==> config.mk <==
export PLATFORM = sky130hd
export DESIGN_NAME = arbitro_paso8b
export DESIGN_NICKNAME = d
export VERILOG_FILES = /design/src/rtl/arbitro_paso8b_pkg.sv /design/src/rtl/arbitro_paso8b_rr_sel4.sv /design/src/rtl/arbitro_paso8b.sv
export SDC_FILE = /design/constraint.sdc
export NUM_CORES = 1
export LEC_CHECK = 0
export ABC_AREA = 1
export CORE_MARGIN = 1
export CORE_UTILIZATION = 45
export DETAILED_ROUTE_END_ITERATION = 7
export PLACE_DENSITY = 0.8
export SETUP_SLACK_MARGIN = 0.3
export SLEW_MARGIN = 20
export SYNTH_ARGS = -nofsm -noshare
export SYNTH_HDL_FRONTEND = slang
export SYNTH_SLANG_ARGS = --single-unit
==> constraint.sdc <==
create_clock -name clk_4f -period 2 [get_ports clk_4f]
set_input_delay 0.3 -clock clk_4f [delete_from_list [all_inputs] [get_ports clk_4f]]
set_output_delay 0.3 -clock clk_4f [all_outputs]
set_load 0.05 [all_outputs]
==> src/rtl/arbitro_paso8b_pkg.sv <==
// Shared constants and types for the byte arbiter and the paso8bto32b converter it feeds.
package arbitro_paso8b_pkg;

   localparam int NUM_REQ        = 4;
   localparam int BYTES_PER_WORD = 4;
   localparam int CONV_BYTE_W    = 8;
   localparam int CONV_WORD_W    = CONV_BYTE_W * BYTES_PER_WORD;

   typedef enum logic [1:0] {
      IDLE = 2'd0,
      XFER = 2'd1,
      PAD  = 2'd2
   } arb_state_e;

   // Round-robin search always begins one lane past the previous owner.
   function automatic logic [1:0] next_lane(input logic [1:0] lane);
      return lane + 2'd1;
   endfunction

endpackage

==> src/rtl/arbitro_paso8b_rr_sel4.sv <==
// Four-way round-robin selector: first requesting lane at or after ptr, wrapping mod 4.
module rr_sel4 (
   input  logic [3:0] req,
   input  logic [1:0] ptr,
   output logic [1:0] grant,
   output logic       any
);

   logic [1:0] idx_s;

   // Scan from the farthest offset down so the nearest requester wins last.
   always_comb begin
      grant = ptr;
      any   = 1'b0;
      idx_s = ptr;
      for (int i = 3; i >= 0; i--) begin
         idx_s = ptr + 2'(i);
         grant = req[idx_s] ? idx_s : grant;
         any   = any | req[idx_s];
      end
   end

endmodule

==> src/rtl/arbitro_paso8b.sv <==
// Word-atomic round-robin byte arbiter: grants one lane for a 4-byte word, pads aborted words.
module arbitro_paso8b
   import arbitro_paso8b_pkg::*;
#(
   parameter int          TIMEOUT  = 8,
   parameter logic [7:0]  PAD_BYTE = 8'h00
) (
   input  logic               clk_4f,
   input  logic               reset,
   input  logic [NUM_REQ-1:0] req,
   input  logic [7:0]         data_in0,
   input  logic [7:0]         data_in1,
   input  logic [7:0]         data_in2,
   input  logic [7:0]         data_in3,
   output logic [NUM_REQ-1:0] pop,
   output logic [7:0]         data_out,
   output logic               valid_out,
   output logic [1:0]         lane_id,
   output logic               word_start,
   output logic               word_end,
   output logic               word_abort
);

   localparam int                 STALL_W    = $clog2(TIMEOUT + 1);
   localparam logic [STALL_W-1:0] STALL_LAST = STALL_W'(TIMEOUT - 1);
   localparam logic [1:0]         LAST_BYTE  = 2'(BYTES_PER_WORD - 1);

   arb_state_e         state_r;
   logic [1:0]         owner_r;
   logic [1:0]         last_owner_r;
   logic [1:0]         byte_cnt_r;
   logic [STALL_W-1:0] stall_r;

   logic [1:0]         ptr_s;
   logic [1:0]         grant_s;
   logic               any_s;
   logic               owner_req_s;
   logic [7:0]         lane_byte_s;
   logic [NUM_REQ-1:0] pop_s;

   assign ptr_s       = next_lane(last_owner_r);
   assign owner_req_s = req[owner_r];
   assign pop         = pop_s;

   rr_sel4 u_rr_sel4 (
      .req   (req),
      .ptr   (ptr_s),
      .grant (grant_s),
      .any   (any_s)
   );

   // Byte lane of the current owner.
   always_comb begin
      case (owner_r)
         2'd0:    lane_byte_s = data_in0;
         2'd1:    lane_byte_s = data_in1;
         2'd2:    lane_byte_s = data_in2;
         2'd3:    lane_byte_s = data_in3;
         default: lane_byte_s = 8'h00;
      endcase
   end

   // Pop follows the owner's request only while a word is in transfer.
   always_comb begin
      pop_s = {NUM_REQ{1'b0}};
      if ((state_r == XFER) && owner_req_s) begin
         pop_s[owner_r] = 1'b1;
      end else begin
         pop_s = {NUM_REQ{1'b0}};
      end
   end

   // Arbitration FSM and registered byte/marker outputs.
   always_ff @(posedge clk_4f or negedge reset) begin
      if (!reset) begin
         state_r      <= IDLE;
         owner_r      <= 2'd0;
         last_owner_r <= 2'd3;
         byte_cnt_r   <= 2'd0;
         stall_r      <= {STALL_W{1'b0}};
         data_out     <= 8'h00;
         valid_out    <= 1'b0;
         lane_id      <= 2'd0;
         word_start   <= 1'b0;
         word_end     <= 1'b0;
         word_abort   <= 1'b0;
      end else begin
         case (state_r)
            IDLE: begin
               data_out   <= 8'h00;
               valid_out  <= 1'b0;
               word_start <= 1'b0;
               word_end   <= 1'b0;
               word_abort <= 1'b0;
               if (any_s) begin
                  owner_r    <= grant_s;
                  lane_id    <= grant_s;
                  byte_cnt_r <= 2'd0;
                  stall_r    <= {STALL_W{1'b0}};
                  state_r    <= XFER;
               end else begin
                  state_r    <= IDLE;
               end
            end
            XFER: begin
               word_abort <= 1'b0;
               if (owner_req_s) begin
                  data_out   <= lane_byte_s;
                  valid_out  <= 1'b1;
                  word_start <= (byte_cnt_r == 2'd0);
                  word_end   <= (byte_cnt_r == LAST_BYTE);
                  stall_r    <= {STALL_W{1'b0}};
                  byte_cnt_r <= byte_cnt_r + 2'd1;
                  if (byte_cnt_r == LAST_BYTE) begin
                     state_r      <= IDLE;
                     last_owner_r <= owner_r;
                  end else begin
                     state_r      <= XFER;
                  end
               end else begin
                  data_out   <= 8'h00;
                  valid_out  <= 1'b0;
                  word_start <= 1'b0;
                  word_end   <= 1'b0;
                  if (stall_r == STALL_LAST) begin
                     stall_r <= {STALL_W{1'b0}};
                     state_r <= PAD;
                  end else begin
                     stall_r <= stall_r + STALL_W'(1);
                     state_r <= XFER;
                  end
               end
            end
            PAD: begin
               data_out   <= PAD_BYTE;
               valid_out  <= 1'b1;
               word_abort <= 1'b1;
               word_start <= (byte_cnt_r == 2'd0);
               word_end   <= (byte_cnt_r == LAST_BYTE);
               byte_cnt_r <= byte_cnt_r + 2'd1;
               if (byte_cnt_r == LAST_BYTE) begin
                  state_r      <= IDLE;
                  last_owner_r <= owner_r;
               end else begin
                  state_r      <= PAD;
               end
            end
            default: begin
               state_r    <= IDLE;
               byte_cnt_r <= 2'd0;
               stall_r    <= {STALL_W{1'b0}};
               data_out   <= 8'h00;
               valid_out  <= 1'b0;
               word_start <= 1'b0;
               word_end   <= 1'b0;
               word_abort <= 1'b0;
            end
         endcase
      end
   end

endmodule

==> results of run 1 <==
-- cells in the mapped netlist, types with 2 or more instances --
| master | count |
|---|---|
| inv_1 | 20 |
| o21ai_0 | 7 |
| nand3_1 | 15 |
| ha_1 | 7 |
| nand2_1 | 81 |
| dfrtp_1 | 22 |
| nand2_2 | 9 |
| nand4_1 | 4 |
| o21ai_2 | 2 |
| dfstp_2 | 2 |
| nor2_4 | 2 |
| nor3_1 | 2 |
| a221oi_1 | 8 |
| a21oi_1 | 4 |
| buf_2 | 2 |
| inv_2 | 2 |
| nor2_1 | 18 |
-- report_power, final --
part,internal (W),switching [W]
Sequential,0.000671,0.000146
Combinational,0.00101,0.00173
Clock,0.000111,0.000133
Total,0.00180,0.00200
-- what timing repair did --
item                                    in CTS  in global routing
resized for setup                           21                 45
endpoints found under the hold margin        0                  0
endpoints found under the setup margin      23                 13
pin swaps                                    4                 11
setup buffers                                7                  8
-- worst paths after layout --
kind / from / end / cells past startpoint
setup / recovery: owner_r[0] / pop[0] / 7
hold / removal: reset / owner_r[0] / 2
setup reg to reg: last_owner_r[0] / state_r[0] / 9
hold reg to reg: byte_cnt_r[1] / byte_cnt_r[1] / 2
max in group asynchronous: reset / last_owner_r[1] / 2
min in group clk_4f: byte_cnt_r[1] / byte_cnt_r[1] / 2
-- registers in the layout (all words and copies together) (netlist names), 2 cells and up --
register,cells
owner_r,2
data_out,8
last_owner_r,2
state_r,2
stall_r,4
byte_cnt_r,2
-- critical path: stages (launching register included) --
cell	delay, ps
dfrtp_2	480
nand2_1	100
o21ai_2	50
nand2_1	110
nand2_2	110
nand3_1	130
clkinvlp_4	110
buf_12	150
-- per-stage QoR --
stage / cells / worst slack [ps] / cell area, sq um / utilization [%] / total power, W
floorplan: 216 / 198 / 1620 / - / 0.00246
global placement: 318 / 104 / 2270 / 68.0 / 0.00309
detailed placement: 318 / 77.2 / 2270 / 68.0 / 0.00314
CTS: 329 / 119 / 2350 / 70.5 / 0.00342
global route: 337 / 70.0 / 2540 / 76.1 / 0.00409
finish: 337 / 152 / 2540 / 76.1 / 0.00380
-- kinds of logic (layout without fill, tap and decap cells) --
| family | Yosys count | count (layout) | synth area share (%) |
|---|---|---|---|
| AOI/OAI and AO/OA | 22 | 22 | 9.58 |
| xor gates and xnor gates | 1 | 1 | 0.559 |
| adders and majority gates | 7 | 7 | 5.59 |
| buffers and inverters | 26 | 101 | 6.70 |
| DFF | 24 | 24 | 38.5 |
| and+or+nand+nor | 136 | 136 | 39.1 |
-- area by class of cell --
class                      count  area [sq um]
fill                         241           797
timing repair buffer          75           726
clock buffer                   4          36.3
inverter                      22          97.6
tap                           46          57.6
sequential                    24           606
multi-input combinational    166          1020
-- layer usage --
| layer | vias up | track usage (%) | part of all wire, % |
|---|---|---|---|
| met1 | 804 | 29.1 | 38 |
| met5 | - | 0 | 0 |
| li1 | 852 | - | - |
| met2 | 92 | 40.4 | 50 |
| met4 | 0 | 6.49 | 3.4 |
| met3 | 19 | 8.19 | 8.5 |
==> qor.yml, run 1 <==
status: "finished clean"
drtPass1Iterations: 4
cts_num_sinks: 24
yosys.area.top_type: "dfrtp_1"
finalWeightedCongestion: 0.874
min_period_over_period_pct: 92.4
dp_hpwl_microns: 3070
fp.dieW_microns: 61.0
wl_microns: 4810
cap_viol_max_count: 0
regToRegSetupSlack_ps: 230
fin_nets: 337
setup_viol: 0
p_leak_nw: 1.28
crit_fanout: 6
drv_slew: 0
slew_headroom_pct: 65.9
hold_violations: 0
cp-start-kind: "flop"
syn_area_sq_um: 1570
die_h_microns: 61.0
viasPerCell: 5.24
syn_to_final_growth_pct: 62.0
synth_area_leaders: "dfrtp_1, nand2_1, ha_1"
finClkSkew_ps: 1.57
ys_seq_area_share_pct: 38.5
ir_drop_mv: 1.12
min_path_type: "in2async"
worst_skew_pair.late_latency_ps: 310
cts_max_level: 1
ys.flop_type: "dfrtp_1"
arrival_ps: 1550
synth-seq-cells: 24
syn_inst: 216
grt_pass1_wl_microns: 6590
wire_per_inst_microns: 14.3
avgSynthCellArea_sq_um: 7.26
yosysUniqueCellTypes: 26
cts_root_buf: "clkbuf_4"
async_flop_share_pct: 100
min_period_ps: 1850
diodes: 0
path_clk_slew_ps: 120
synth_edf_count: 0
initial_core_util_pct: 47.0
yosys.area.top_type_share_pct: 35.1
core_area_sq_um: 3340
drc_errors: 0
drive_gt1_share_pct: 29.2
drtIter0Drc: 107
p_per_area_nw_per_um2: 1500
worst_pin_slew_ps: 514
worstSetupPathType: "reg2out"
vias: 1767
grt_overflow: 0
dieArea_sq_um: 3720
final.setup.tns_ps: 0
final_common_cell: "nand2_1"
rsz0062_at_grt: "yes"
clock_path_buffers: 2
cts_tree: "done"
syn_nets: 261
yosys_warnings: 0
row_count: 21
grt_max_degree: 25
cts_hold_buffers: 0
io-pin-count: 56
grt.total_usage_pct: 23.9
numCtsBuffers: 3
drtAntennaViolNets: 0
antenna_found_initial: 0
worstSetupEndpointType: "output pin"
port_buffers: 55
whs_ps: 328
required_ps: 1700
final_cell_mix: "nand2_1, clkdlybuf4s50_1, nand2_2, dfrtp_1"
max_freq_ghz: 0.541
grt_pass1_vias: 1569
Power figures use the tool's default switching activity.
==> run 2, diff against run 1 <==
--- a/config.mk
+++ b/config.mk
@@ -5,9 +5,9 @@
 export SDC_FILE = /design/constraint.sdc
 export NUM_CORES = 1
 export LEC_CHECK = 0
-export ABC_AREA = 1
+export ABC_AREA = 0
 export CORE_MARGIN = 1
-export CORE_UTILIZATION = 45
+export CORE_UTILIZATION = 43
 export DETAILED_ROUTE_END_ITERATION = 7
 export PLACE_DENSITY = 0.8
 export SETUP_SLACK_MARGIN = 0.3
==> run 2 against run 1 <==
Effect of this change:
- design area shrank 6.1%
- global-route usage rose by 3.6 points
- critical path type is now reg2reg
- first-iteration DRC count decreased by 41%
- register-to-register slack hardly changed
- sequential share of layout area up 1.6 points
- non-clock buffer count rose by 4
- area after synthesis fell by 12%
- synthesized cell count is 44% lower
- clock power grew 48%
==> qor.yml, run 2 <==
syn_to_final_growth_pct: 72.3
cts_root_buf: "clkbuf_4"
slew_headroom_pct: 66.1
ys_seq_area_share_pct: 43.5
regToRegSetupSlack_ps: 240
drtIter0Drc: 63
final_common_cell: "clkdlybuf4s50_1"
grt_overflow: 0
min_period_over_period_pct: 88.2
min_period_ps: 1760
largest-register: "data_out"
p_leak_nw: 1.13
r2r_end: "last_owner_r[1]"
grt.met3_usage_pct: 7.47
vias: 1329
whs_ps: 300
rsz0062_at_grt: "yes"
wire_per_inst_microns: 18.6
yosysUniqueCellTypes: 36
worst_pin_slew_ps: 511
ys.flop_type: "dfrtp_1"
yosys.area.top_type: "dfrtp_1"
diodes: 0
seq_power_share_pct: 24.1
p_clk_share_pct: 10.6
worstSetupPathType: "reg2reg"
drtPass1Iterations: 4
synthTopCellsByCount: "dfrtp_1, nand2_1, mux4_2"
path_clk_slew_ps: 140
p_per_area_nw_per_um2: 1420
switching_share_pct: 43.5
hold_violations: 0
busiest_layer: "met2"
crit_fanout: 2
synth_most_common_cell: "dfrtp_1"
grt_pass1_vias: 1428
antenna_found_initial: 0
async_flop_share_pct: 100
syn_area_sq_um: 1390
row_count: 20
p_int_w: 0.00192
worst_skew_pair.late_latency_ps: 330
required_ps: 2280
finalWeightedCongestion: 0.831
grt_pass1_wl_microns: 6910
largest_reg_flops: 8
drv_slew: 0
synth_edf_count: 0
initial_core_util_pct: 45.4
numCtsBuffers: 3
cts_tree: "done"
met2_usage_pct: 48.2
dieArea_sq_um: 3450
syn_nets: 167
die_h_microns: 58.8
io-pin-count: 56
ir_drop_mv: 0.992
fp.dieW_microns: 58.8
p_sw_w: 0.00147
yosys.area.top_type_share_pct: 39.7
synth_area_leaders: "dfrtp_1, mux4_2, ha_1"
arrival_ps: 2040
finClkSkew_ps: 8.85
cap_viol_max_count: 0
p_comb_share_pct: 65.3
cts_max_level: 1
status: "finished clean"
wl_microns: 4540
use_met1_pct: 31.9
syn_inst: 122
setup_viol: 0
grt.total_usage_pct: 27.5
worstSetupEndpointType: "flop"
fin_nets: 246
dp_hpwl_microns: 3140
clock_path_buffers: 2
startpoint: "owner_r[0]"
min_path_type: "in2async"
grt_max_degree: 25
core_area_sq_um: 3050
crit-reg2reg-launch: "owner_r[0]"
drive_gt1_share_pct: 33.5
cts_num_sinks: 24
yosys_warnings: 0
drtAntennaViolNets: 0
worstSetupEndpoint: "last_owner_r[1]"
avgSynthCellArea_sq_um: 11.4
viasPerCell: 5.45
drc_errors: 0
max_freq_ghz: 0.567
cp-start-kind: "flop"
synth-seq-cells: 24
port_buffers: 55
worst_r2r_path_depth: 5
top_regs: "data_out (8), stall_r (4)"
finalPower_w: 0.00339
final_cell_mix: "clkdlybuf4s50_1, dfrtp_1, buf_4, dlygate4sd2_1, nand2_1"
==> run 2: power groups by stage <==
| stage | clock [W] | combinational, W | sequential (W) |
|---|---|---|---|
| 6_report | 0.000360 | 0.00221 | 0.000817 |
| 3_5_place_dp | 0 | 0.00190 | 0.000834 |
| 3_3_place_gp | 0 | 0.00183 | 0.000817 |
| 5_1_grt | 0.000381 | 0.00233 | 0.000844 |
| 4_1_cts | 0.000357 | 0.00202 | 0.000812 |
| 2_1_floorplan | 0 | 0.000881 | 0.00121 |
==> run 2: cell type report <==
type / instances / area, sq um
clock inverter: 1 / 30.0
multi-input combinational: 86 / 848
tap: 44 / 55.1
timing repair buffer: 79 / 797
fill: 195 / 667
inverter: 7 / 26.3
clock buffer: 3 / 22.5
sequential: 24 / 607
==> run 2: kinds of logic (layout without fill, tap and decap cells) <==
logic type / count (synthesis) / in the layout / share of synthesized area [%]
muxes: 14 / 14 / 18.8
xor gates and xnor gates: 1 / 1 / 0.632
DFF: 24 / 24 / 43.5
buffers and inverters: 12 / 90 / 3.98
and+or+nand+nor: 43 / 43 / 16.9
adders and majority gates: 7 / 7 / 6.32
AOI/OAI and AO/OA: 21 / 21 / 9.85
==> run 2: worst min path at each step <==
stage / slack (ps) / endpoint / depth (start not counted) / from
CTS: 310 / data_out[4] / 2 / reset
global placement: 500 / stall_r[1] / 2 / stall_r[1]
floorplan: 4 / byte_cnt_r[0] / 0 / reset
finish: 300 / data_out[4] / 2 / reset
global route: 340 / stall_r[2] / 2 / reset
detailed placement: 530 / stall_r[1] / 2 / stall_r[1]
==> run 2: repair_timing <==
item,4_1_cts,5_1_grt
gates resized for setup,24,14
pin swaps,1,7
setup endpoints to repair,17,16
buffers inserted,7,5
hold buffers,0,0
==> run 2: per-stage QoR <==
step / cell area, sq um / util [%] / TNS [ps] / cells / setup WS [ps]
after CTS: 2280 / 74.7 / 0 / 239 / 264
after global routing: 2390 / 78.2 / 0 / 244 / 179
after global placement: 2140 / 70.0 / 0 / 228 / 62.2
after floorplan: 1440 / - / 0 / 122 / 64.7
final: 2390 / 78.2 / 0 / 244 / 237
after detailed placement: 2140 / 70.0 / -83.2 / 228 / -48.6
==> run 2: critical path, stage by stage, from the launching register on <==
cell and delay [ps]:
dfrtp_2 420, buf_6 100, mux4_2 530, mux2_4 290, nand2_4 80, mux2_4 290
==> run 2: routing by layer <==
layer,up-vias,share of wire [%]
li1,603,-
met1,624,38
met2,77,50
met3,25,7.8
met4,0,3.9
met5,-,0
